$ cat src/rtl/weight_pp_pkg.sv
// Constants and encodings shared by the ping-pong weight SRAM write port and fetch engine.
package weight_pp_pkg;

    localparam int ADDR_W        = 15;
    localparam int ADDR_STEP     = 16;
    localparam int PP_ADDR_LIMIT = 32752;
    localparam int CNT_W         = 13;
    localparam int BANK_W        = 128;

    // Pair 0 owns banks 0/1, pair 1 owns banks 2/3.
    typedef enum logic {
        PAIR_0 = 1'b0,
        PAIR_1 = 1'b1
    } pair_e;

    typedef enum logic [1:0] {
        IDLE      = 2'd0,
        WAIT_BANK = 2'd1,
        READ      = 2'd2,
        DRAIN     = 2'd3
    } fetch_state_e;

    function automatic pair_e other_pair(input pair_e p);
        return (p == PAIR_0) ? PAIR_1 : PAIR_0;
    endfunction

endpackage

$ cat src/rtl/weight_fetch_fifo.sv
// Two-entry FIFO holding fetched weight words plus their last-beat flag.
module weight_fetch_fifo #(
    parameter int W = 257
) (
    input  logic         clk,
    input  logic         rst,
    input  logic         push,
    input  logic [W-1:0] wdata,
    input  logic         pop,
    output logic [W-1:0] rdata,
    output logic         full,
    output logic         empty,
    output logic [1:0]   count
);

    logic [W-1:0] mem [2];
    logic         wr_ptr;
    logic         rd_ptr;
    logic         push_ok;
    logic         pop_ok;

    assign full    = (count == 2'd2);
    assign empty   = (count == 2'd0);
    assign push_ok = push && !full;
    assign pop_ok  = pop && !empty;
    assign rdata   = mem[rd_ptr];

    // NOTE: storage is deliberately not reset; an entry is only read after count says it was written.
    always_ff @(posedge clk) begin
        if (push_ok) mem[wr_ptr] <= wdata;
    end

    // NOTE: sequential state uses non-blocking assignments so every register sees pre-edge values.
    always_ff @(posedge clk) begin
        if (rst) begin
            wr_ptr <= 1'b0;
            rd_ptr <= 1'b0;
            count  <= 2'd0;
        end else begin
            if (push_ok) wr_ptr <= ~wr_ptr;
            if (pop_ok)  rd_ptr <= ~rd_ptr;
            case ({push_ok, pop_ok})
                2'b10:   count <= count + 2'd1;
                2'b01:   count <= count - 2'd1;
                default: count <= count;
            endcase
        end
    end

endmodule

$ cat src/rtl/weight_fetch.sv
// Drains a filled ping-pong SRAM pair and streams 256-bit weight words to the compute array.
module weight_fetch
    import weight_pp_pkg::*;
#(
    parameter int ADDR_W        = weight_pp_pkg::ADDR_W,
    parameter int ADDR_STEP     = weight_pp_pkg::ADDR_STEP,
    parameter int PP_ADDR_LIMIT = weight_pp_pkg::PP_ADDR_LIMIT,
    parameter int CNT_W         = weight_pp_pkg::CNT_W
) (
    input  logic              clk,
    input  logic              rst,
    input  logic              fetch_start,
    input  logic [CNT_W-1:0]  tran_time,
    input  logic [1:0]        pp_full_set,
    output logic [1:0]        pp_free,
    output logic              rce_0,
    output logic              rce_1,
    output logic              rce_2,
    output logic              rce_3,
    output logic [ADDR_W-1:0] raddr_0,
    output logic [ADDR_W-1:0] raddr_1,
    output logic [ADDR_W-1:0] raddr_2,
    output logic [ADDR_W-1:0] raddr_3,
    input  logic [127:0]      rdata_0,
    input  logic [127:0]      rdata_1,
    input  logic [127:0]      rdata_2,
    input  logic [127:0]      rdata_3,
    output logic              w_valid,
    input  logic              w_ready,
    output logic [255:0]      w_data,
    output logic              w_last,
    output logic              done,
    output logic              busy
);

    localparam int WORD_W = 2 * BANK_W;

    fetch_state_e      state;
    pair_e             pp;
    pair_e             pp_nxt;
    pair_e             in_pair;
    logic [1:0]        full;
    logic [1:0]        full_nxt;
    logic [1:0]        clr;
    logic [ADDR_W-1:0] global_addr;
    logic [CNT_W-1:0]  len;
    logic [CNT_W-1:0]  issued;
    logic [CNT_W-1:0]  delivered;
    logic              in_valid;
    logic              in_last;
    logic              credit;
    logic              issue;
    logic              at_limit;
    logic              wrap;
    logic              hs;
    logic              fifo_push;
    logic              fifo_pop;
    logic              fifo_full;
    logic              fifo_empty;
    logic [1:0]        fifo_count;
    logic [WORD_W-1:0] mapped;
    logic [WORD_W:0]   fifo_rdata;
    logic [WORD_W:0]   head;

    // NOTE: every always_comb output gets a default first so no path can infer a latch.
    always_comb begin
        credit   = (fifo_count == 2'd0) || (!fifo_full && !in_valid);
        issue    = (state == READ) && credit && (issued != len);
        at_limit = (global_addr == ADDR_W'(PP_ADDR_LIMIT));
        wrap     = issue && at_limit;
        clr      = 2'b00;
        pp_nxt   = pp;
        if (wrap) begin
            clr    = (pp == PAIR_1) ? 2'b10 : 2'b01;
            pp_nxt = other_pair(pp);
        end
        // A set landing on the flag being cleared wins.
        full_nxt = (full & ~clr) | pp_full_set;
    end

    assign rce_0   = issue && (pp == PAIR_0);
    assign rce_1   = issue && (pp == PAIR_0);
    assign rce_2   = issue && (pp == PAIR_1);
    assign rce_3   = issue && (pp == PAIR_1);
    assign raddr_0 = issue ? global_addr : '0;
    assign raddr_1 = raddr_0;
    assign raddr_2 = raddr_0;
    assign raddr_3 = raddr_0;
    assign busy    = (state != IDLE);

    // An empty FIFO is bypassed so the SRAM word reaches the stream the cycle it returns.
    assign mapped    = (in_pair == PAIR_1) ? {rdata_3, rdata_2} : {rdata_1, rdata_0};
    assign head      = fifo_empty ? {in_last, mapped} : fifo_rdata;
    assign w_valid   = !fifo_empty || in_valid;
    assign w_data    = w_valid ? head[WORD_W-1:0] : '0;
    assign w_last    = w_valid && head[WORD_W];
    assign hs        = w_valid && w_ready;
    assign fifo_push = in_valid && !(fifo_empty && w_ready);
    assign fifo_pop  = !fifo_empty && w_ready;

    weight_fetch_fifo #(.W(WORD_W + 1)) u_fifo (
        .clk   (clk),
        .rst   (rst),
        .push  (fifo_push),
        .wdata ({in_last, mapped}),
        .pop   (fifo_pop),
        .rdata (fifo_rdata),
        .full  (fifo_full),
        .empty (fifo_empty),
        .count (fifo_count)
    );

    always_ff @(posedge clk) begin
        if (rst) begin
            state       <= IDLE;
            pp          <= PAIR_0;
            full        <= 2'b00;
            global_addr <= '0;
            len         <= '0;
            issued      <= '0;
            delivered   <= '0;
            in_valid    <= 1'b0;
            in_pair     <= PAIR_0;
            in_last     <= 1'b0;
            pp_free     <= 2'b00;
            done        <= 1'b0;
        end else begin
            full     <= full_nxt;
            pp       <= pp_nxt;
            pp_free  <= clr;
            done     <= 1'b0;
            in_valid <= issue;
            in_pair  <= pp;
            in_last  <= (issued == len - CNT_W'(1));
            if (issue) begin
                global_addr <= at_limit ? '0 : global_addr + ADDR_W'(ADDR_STEP);
                issued      <= issued + CNT_W'(1);
            end
            if (hs) delivered <= delivered + CNT_W'(1);

            case (state)
                IDLE: begin
                    if (fetch_start) begin
                        len       <= (tran_time == '0) ? CNT_W'(1) : tran_time;
                        issued    <= '0;
                        delivered <= '0;
                        state     <= full_nxt[pp_nxt] ? READ : WAIT_BANK;
                    end
                end
                WAIT_BANK: begin
                    if (full_nxt[pp_nxt]) state <= READ;
                end
                READ: begin
                    if (issue) begin
                        if (issued + CNT_W'(1) == len)     state <= DRAIN;
                        else if (wrap && !full_nxt[pp_nxt]) state <= WAIT_BANK;
                    end
                end
                DRAIN: begin
                    if (hs && (delivered == len - CNT_W'(1))) begin
                        done  <= 1'b1;
                        state <= IDLE;
                    end
                end
                default: state <= IDLE;
            endcase
        end
    end

endmodule
$ cat config.mk
export PLATFORM = sky130hd
export DESIGN_NAME = weight_fetch
export DESIGN_NICKNAME = d
export VERILOG_FILES = /design/src/rtl/weight_pp_pkg.sv /design/src/rtl/weight_fetch_fifo.sv /design/src/rtl/weight_fetch.sv
export SDC_FILE = /design/constraint.sdc
export NUM_CORES = 1
export LEC_CHECK = 0
export CAP_MARGIN = 10
export CORE_AREA = 2 2 330 332
export CTS_BUF_LIST = sky130_fd_sc_hd__clkbuf_8
export CTS_CLUSTER_SIZE = 20
export DETAILED_ROUTE_END_ITERATION = 10
export DIE_AREA = 0 0 332 334
export GPL_ROUTABILITY_DRIVEN = 0
export GPL_TIMING_DRIVEN = 0
export PLACE_DENSITY = 0.5
export SLEW_MARGIN = 0
export SYNTH_ARGS = -nofsm -noshare
export SYNTH_HDL_FRONTEND = slang
export SYNTH_HIERARCHICAL = 1
export SYNTH_SLANG_ARGS = --single-unit
$ cat constraint.sdc
create_clock -name clk -period 21.6 [get_ports clk]
set_input_delay 5.4 -clock clk [delete_from_list [all_inputs] [get_ports clk]]
set_output_delay 5.4 -clock clk [all_outputs]
set_load 0.005 [all_outputs]
After elaboration in Yosys (flattened, before gate mapping) --
Memory sizes are Yosys's and may differ from the RTL's. A register that Yosys moved wholly into a read port is not among the register bits. Index checks and enable logic that the tools add are counted.
Storage, ports and cells: register bits 69, memory bits (writable) 514, bits of input ports 531, output and inout bits 326, logic and storage cells 108, memories 1
Cells by class: add/sub/neg operators 6, magnitude comparators 1, equal/unequal tests 16, mux-type cells 32, bitwise operators 7, reduce and logical (&&, ||, !) cells 30
Memories:
- u_fifo.mem | depth 2, bits a word 257, rd ports 1, clocked after memory_dff 1, wr ports 1, RTL line weight_fetch_fifo.sv:16 | logic [W-1:0] mem [2];
Operator list (number):
- $mux 256 | 2
- $mux 257 | 1
- $mux 13 | 7
- $eq 13x13->1 | 3
- $mux 15 | 2
- $add 13x1->13 const B | 2
- $mux 2 | 9
- $add 15x5->15 const B | 1
- $eq 15x15->1 const B | 1
- $logic_and 1x1->1 | 15
- $logic_not 13->1 | 1
- $ne 13x13->1 | 1
- $sub 13x1->13 const B | 1
- $mux 1 | 9
- $eq 2x2->1 const B | 4
- $ne 2x2->1 const B | 4
- $pmux 2 s4 | 1
- $logic_not 1->1 | 5
- $reduce_and 5->1 | 1
- $eq 2x1->1 const B | 2
- $logic_not 2->1 | 2
- $not 1->1 | 4
- $pmux 2 s2 | 1
- $reduce_bool 2->1 | 2
- other kinds (10) | 11

Longest topological paths before layout --
Gate-level depths: netlist of run 1.
depth after elaboration 19, depth in mapped cells 16, gate-level depth less buffers 13

By module --
Netlist of run 1, hierarchy kept.
By module, submodules not included:
- weight_fetch_fifo | times used 1, cells an instance 826, area an instance 18846.8 µm², sequential area each 15534.9 µm²
- weight_fetch | times used 1, cells an instance 1686, area an instance 11144.4 µm², sequential area each 1221.2 µm²

Least setup slack after synthesis of run 1 --
No wires, ideal clock.
path type input -> register, start input port w_ready, end memory u_fifo.mem[1][0], enable pin, data arrival time 11625 ps, path slack 9323 ps, cell stages on the path 2, cell sequence a21boi_0 and3_1
On the way: word-level cells in the longest chain between the ends 6
Ends and longest elaborated chain:
- from (decl) | RTL line weight_fetch.sv:29 | input logic w_ready,
- $logic_and 1x1->1 | RTL line weight_fetch.sv:98 | assign fifo_push = in_valid && !(fifo_empty && w_ready);
- $logic_not 1->1 | RTL line weight_fetch.sv:98
- $logic_and 1x1->1 | RTL line weight_fetch.sv:98
- $logic_and 1x1->1 | RTL line weight_fetch_fifo.sv:24 | assign push_ok = push && !full;
- $mux 1 | RTL line weight_fetch_fifo.sv:30 | if (push_ok) mem[wr_ptr] <= wdata;
- $mux 1 (implied by the code) | RTL line weight_fetch_fifo.sv:30
- to (decl) | RTL line weight_fetch_fifo.sv:16
Every way passes these cells.

Final worst setup path of run 1 --
start input port rdata_0[126], end output port w_data[126]
On the way: word-level cells in the longest chain between the ends 3
Ends and longest elaborated chain:
- from (decl) | RTL line weight_fetch.sv:24 | input logic [127:0] rdata_0,
- $mux 256 | RTL line weight_fetch.sv:92 | assign mapped = (in_pair == PAIR_1) ? {rdata_3, rdata_2} : {rdata_1, rdata_0};
- via mapped[126] | RTL line weight_fetch.sv:61 | logic [WORD_W-1:0] mapped;
- $mux 257 | RTL line weight_fetch.sv:93 | assign head = fifo_empty ? {in_last, mapped} : fifo_rdata;
- $mux 256 | RTL line weight_fetch.sv:95 | assign w_data = w_valid ? head[WORD_W-1:0] : '0;
- to (decl) | RTL line weight_fetch.sv:30 | output logic [255:0] w_data,
The timed path passes the listed nets, and every way through them passes these cells.

==> impl_metrics.json, run 1 <==
{
  "insertion_delay_ns": 0.74,
  "yosys_most_used_dff": "edfxtp_1",
  "min_period_ns": 12.59,
  "vias": 23000,
  "dp.cells": 4790,
  "cts_resized": 0,
  "synth_top_family_by_area": "multiplexers",
  "clockBufferDepth": 3,
  "synthSimpleGateAreaFrac_pct": 8.06,
  "synth-xor-area-share_pct": 1.84,
  "portBuffers": 840,
  "fmax_mhz": 79.4,
  "worstPathArrival_ns": 7.19,
  "fin_crit_sh_pct": 58.3,
  "cp_slowest_stage_delay_ns": 0.67,
  "hold_path.class": "flip-flop to flip-flop",
  "status": "finished, final reports clean",
  "rsz0062_at_grt": "no",
  "yosys_register_bits": 580,
  "coreArea_sq_um": 108000,
  "wire_per_inst_um": 21.7,
  "yosysSeqAreaShare_pct": 55.9,
  "synth-compound-area-share_pct": 6.73,
  "power-per-cell-area_nw_per_um2": 62.9,
  "synth_top_area_share_pct": 51.5,
  "final-instance-count-excl-fill": 4988,
  "drv_cap": 0,
  "fin_nets": 4023,
  "rr_worst_depth": 9,
  "r2r-start": "u_fifo/count[0]",
  "htreeDepth": 3,
  "synthMuxAreaShare_pct": 19.4,
  "antenna_found_initial": 6,
  "die_y_um": 334,
  "start_kind": "input pin",
  "std_cell_rows": 121,
  "synth_commonest_cells": "514 x edfxtp_1, 514 x mux2_2, 277 x o21ai_0",
  "ys_warn_count": 6,
  "syn_area_sq_um": 30000,
  "cts_tree": "yes",
  "grt_max_degree": 99,
  "slew_violations": 0,
  "synthAdderAreaFrac_pct": 0.292,
  "wirelength_um": 108000,
  "remaining_drc_errors": 0,
  "area_growth_syn_to_layout_pct": 41.5,
  "crit_path_top_delay_cell": "clkdlybuf4s50_1",
  "dieArea_sq_um": 111000,
  "cts_hold_buf": 0,
  "r2r_end": "u_fifo/mem[1][112]",
  "worstMarginPinSlew_ns": 1.15,
  "netlist_instances": 2512,
  "first_pass_iters": 5,
  "cp-endpoint": "w_data[126]",
  "hpwl_um": 82800,
  "vias_per_cell": 4.61,
  "setup_viol": 0,
  "ys_async_sr_fraction_pct": 0,
  "finClkSkew_ns": 0.0205,
  "criticalPathCategory": "input pin to primary output",
  "grt_overflow": 0,
  "die-width_um": 332,
  "avgSynthCellArea_sq_um": 11.9,
  "ant_nets": 0,
  "drive_gt1_share_pct": 21.5,
  "cts_setup_buffers": 0,
  "vdd.ir_drop.worst_uv": 39.8,
  "rrSetupSlack_ns": 17.15,
  "cp_common_cell": "clkdlybuf4s50_1",
  "synth_cell_types": 65,
  "hold_viol": 0,
  "cp.required_ns": 16.20,
  "drt_iter0_drc": 1231,
  "max_slew_margin_pct": 23.6,
  "io_pins": 857,
  "start_util_pct": 27.8,
  "synth.area.top_cells": "edfxtp_1 51%, mux2_2 19%, o21ai_0 4.6%",
  "power.total_mw": 2.67,
  "crit_path_max_fanout": 3,
  "crit_path_start": "rdata_0[126]",
  "grt_pass1_vias": 23000,
  "synth_area_leader_cell": "edfxtp_1",
  "grt_pass1_wl_um": 155000,
  "cp-end-kind": "primary output",
  "synth_edf_count": 514,
  "cts.sinks": 580,
  "worstPathCellList": "clkdlybuf4s50_1, mux2_2, nand3_1, o21ai_0, clkdlybuf4s50_1",
  "track_usage_pct": 18.8,
  "setup_tns_ns": 0,
  "cts_root_buf": "clkbuf_8",
  "numCtsBuffers": 107,
  "clk_pin_slew_ns": 0.05,
  "p_leak_nw": 14.9
}
-- final cells by class --
class	instances	area [sq um]
clock buffers	112	1540
plain buffers	227	1320
repair buffers	849	8620
well taps	1414	1770
diodes	4	10.0
flip-flops and latches	580	16800
clock inverters	82	424
inverters	274	1040
fillers	10600	65400
multi-input cells	1446	10900
-- through the flow --
stage	cell area (sq um)	hold WS, ns	util [%]	setup slack [ns]
2_1_floorplan	30000	0.426	-	9.32
3_3_place_gp	40200	0.466	37.3	3.85
3_5_place_dp	40500	0.472	37.5	9.02
4_1_cts	42400	0.485	39.4	9.01
5_1_grt	42400	0.514	39.4	8.97
6_report	42400	0.477	39.4	9.01
-- worst min-delay path by stage --
stage                                from            endpoint  slack [ns]  cells past startpoint
after floorplan                   in_last  u_fifo/mem[0][256]        0.43                      0
after global placement    global_addr[14]     global_addr[14]        0.47                      2
after detailed placement          full[0]             full[0]        0.47                      2
after CTS                         full[0]             full[0]        0.49                      2
after global routing      global_addr[14]     global_addr[14]        0.51                      2
final                             full[0]             full[0]        0.48                      2
-- worst max-delay path: cells and delay by family --
kind	cells	cell delay [ns]
AO/OA/AOI/OAI	1	0.19
buffers and inverters	2	1.23
AND/OR/NAND/NOR	1	0.09
multiplexers	1	0.27
-- placed cells by master (no fill, tap or decap), drive strengths merged, types with 9 or more instances in the layout --
cell and n:
a211oi 9, a21oi 40, and2 13, and3 9, buf 119, clkbuf 229, clkdlybuf4s50 840, clkinv 34
conb 16, dfxtp 66, edfxtp 514, inv 319, mux2 514, nand2 39, nand3 276, nand4 12
nor2 50, nor3 15, nor4 10, o21ai 277, or3 22, xnor2 43, xor2 20
-- power breakdown --
group | internal (mW) | switching [mW] | leakage, nW | total [mW]
clock | 0.504 | 0.473 | 1.17 | 0.977
sequential | 1.25 | 0.00685 | 5.17 | 1.25
combinational | 0.229 | 0.212 | 8.58 | 0.441
-- per-layer routing --
| metal | part of all wire [%] | global-route usage [%] |
|---|---|---|
| met5 | 0.012 | 0 |
| met1 | 43 | 23.4 |
| met2 | 50 | 32.3 |
| met3 | 4.8 | 4.16 |
| met4 | 2.9 | 5.91 |
-- logic make-up (layout without fill, tap and decap cells) --
group,count (synthesis),in the layout
buffers and inverters,501,1544
XOR/XNOR,63,63
flip-flops,580,580
AO/OA/AOI/OAI,371,371
other,1,20
multiplexers,516,516
adder cells (fa/ha/maj),7,7
AND/OR/NAND/NOR,473,473
-- registers in the layout, summed over array words and instances, names as in the netlist, named ones only --
register / count
delivered: 13
done: 1
full: 2
global_addr: 11
in_last: 1
in_pair: 1
in_valid: 1
issued: 13
len: 13
pp: 1
pp_free: 2
state: 2
u_fifo/count: 2
u_fifo/mem: 514
u_fifo/rd_ptr: 1
u_fifo/wr_ptr: 1
(Power assumes the default switching activity.)
==> run 2: changes to the inputs <==
- CORE_AREA: 2 2 330 332 -> 2 2 331 333
- DIE_AREA: 0 0 332 334 -> 0 0 333 335
- PLACE_DENSITY: 0.5 -> 0.51
- clock period: 21.6 -> 10.3 ns (I/O delays scaled with it)
==> run 2 against run 1 <==
Flip-flop and latch count is the same. Sequential share of layout area shrank 0.14 points. Clock-buffer cell count grew 1. Critical endpoint is now w_data[130]. Largest power group unchanged. Highest routed layer unchanged.
==> impl_metrics.json, run 2 (synthesized netlist as in run 1, its figures left out) <==
{
  "hold_path.class": "flip-flop to flip-flop",
  "min_path_cells": 2,
  "multi_input_area_sq_um": 10900,
  "setup_viol": 0,
  "hold_viol": 0,
  "final_area_sq_um": 42600,
  "ant_nets": 0,
  "met1Wirelength_um": 47200,
  "antenna_found_initial": 4,
  "placed_cell_area_sq_um": 40500,
  "drive_gt1_share_pct": 21.4,
  "worstMarginPinSlew_ns": 1.31,
  "finClkSkew_ns": 0.0369,
  "cp-end-kind": "primary output",
  "grt_pass1_wl_um": 156000,
  "wire_per_inst_um": 22.0,
  "grt_overflow": 0,
  "cp.required_ns": 7.73,
  "cts_setup_buffers": 0,
  "cts.sinks": 580,
  "wl_met3_um": 5730,
  "drv_cap": 0,
  "start_util_pct": 27.7,
  "vdd.ir_drop.worst_uv": 83.1,
  "r2r_end": "u_fifo/mem[0][160]",
  "insertion_delay_ns": 0.74,
  "status": "finished, final reports clean",
  "numCtsBuffers": 106,
  "grt_pass1_vias": 22500,
  "rr_worst_depth": 9,
  "first_pass_iters": 7,
  "hpwl_um": 84300,
  "crit_path_max_fanout": 11,
  "worstPathArrival_ns": 4.80,
  "max_slew_margin_pct": 12.8,
  "clk_pin_slew_ns": 0.06,
  "met2_length_um": 55000,
  "area_growth_syn_to_layout_pct": 42.0,
  "min_to": "global_addr[14]",
  "coreArea_sq_um": 108000,
  "top_layer": "met5",
  "die-width_um": 333,
  "setup_tns_ns": 0,
  "min_period_ns": 7.38,
  "r2r-start": "u_fifo/count[0]",
  "top_register": "u_fifo/mem",
  "layout_common_cells": "840 x clkdlybuf4s50_1, 514 x mux2_2, 514 x edfxtp_1",
  "power-per-cell-area_nw_per_um2": 134,
  "p_leak_nw": 15.0,
  "dp_slack_ns": 3.29,
  "htreeDepth": 3,
  "rsz0062_at_grt": "no",
  "wirelength_um": 110000,
  "mostFrequentLayoutCell": "clkdlybuf4s50_1",
  "cts_root_buf": "clkbuf_8",
  "vias_per_cell": 4.61,
  "portBuffers": 840,
  "start_kind": "flip-flop",
  "fmax_mhz": 136,
  "clockBufferDepth": 3,
  "cts_hold_buf": 0,
  "cts_resized": 0,
  "track_usage_pct": 18.8,
  "fin_crit_sh_pct": 71.6,
  "fin_ws_ns": 2.92,
  "worstHoldStart": "global_addr[14]",
  "fill_cells": 10700,
  "fin_nets": 4024,
  "largest_reg_flops": 514,
  "drt_iter0_drc": 1398,
  "std_cell_rows": 121,
  "register_area_sq_um": 16800,
  "rrSetupSlack_ns": 6.02,
  "die_y_um": 335,
  "slew_violations": 0,
  "grt_max_degree": 109,
  "remaining_drc_errors": 0,
  "io_pins": 857,
  "dieArea_sq_um": 112000,
  "criticalPathCategory": "flip-flop to primary output",
  "vias": 23000,
  "cts_tree": "yes"
}
run 2: changes by cell type in the layout (fill, tap and decap cells not counted), sizes merged, moves of 2 or more:
| cell | change |
|---|---|
| buf | +2 |
| bufinv | +3 |
| clkinv | -8 |
| inv | +7 |
run 2: metal layers:
layer / vias to the layer above / track usage (%)
met5: - / 0
met4: 2 / 3.99
met3: 114 / 3.82
met2: 612 / 32.5
met1: 11300 / 24.2
li1: 11000 / -
run 2: metrics by stage:
| stage | utilization, % | power [mW] | instances | hold slack, ns |
|---|---|---|---|---|
| 5_1_grt | 39.4 | 5.95 | 4991 | 0.522 |
| 2_1_floorplan | - | 3.04 | 2527 | 0.426 |
| 3_3_place_gp | 37.2 | 3.63 | 4781 | 0.451 |
| 4_1_cts | 39.4 | 5.80 | 4990 | 0.484 |
| 6_report | 39.4 | 5.71 | 4995 | 0.482 |
| 3_5_place_dp | 37.5 | 3.61 | 4792 | 0.475 |
run 2: where the power goes:
group	switching, mW	internal [mW]
combinational	0.450	0.481
clock	1.01	1.14
sequential	0.0143	2.61
total	1.47	4.24
run 2: worst max path at each step:
stage	endpoint	cells past startpoint	start	slack, ns
2_1_floorplan	u_fifo/mem[1][0]	2	w_ready	0.85
3_3_place_gp	u_fifo/mem[1][161]	3	w_ready	-4.54
3_5_place_dp	w_data[126]	5	rdata_0[126]	3.29
4_1_cts	w_data[130]	7	u_fifo/count[0]	2.66
5_1_grt	w_data[130]	7	u_fifo/count[0]	2.52
6_report	w_data[130]	7	u_fifo/count[0]	2.92
run 2: cell type report:
cell class,instances,area share (%)
flip-flops and latches,580,39.4
diodes,5,0.0294
plain buffers,227,3.11
inverters,274,2.43
clock inverters,85,1.19
multi-input cells,1446,25.7
clock buffers,113,3.65
repair buffers,851,20.4
well taps,1414,4.16
run 2: critical path: stages (launching register included):
cell	delay, ns
dfxtp_1	0.36
nor2_1	0.43
clkbuf_1	0.63
clkbuf_1	0.86
clkbuf_1	0.69
nand3_1	0.14
o21ai_0	0.26
clkdlybuf4s50_1	0.69
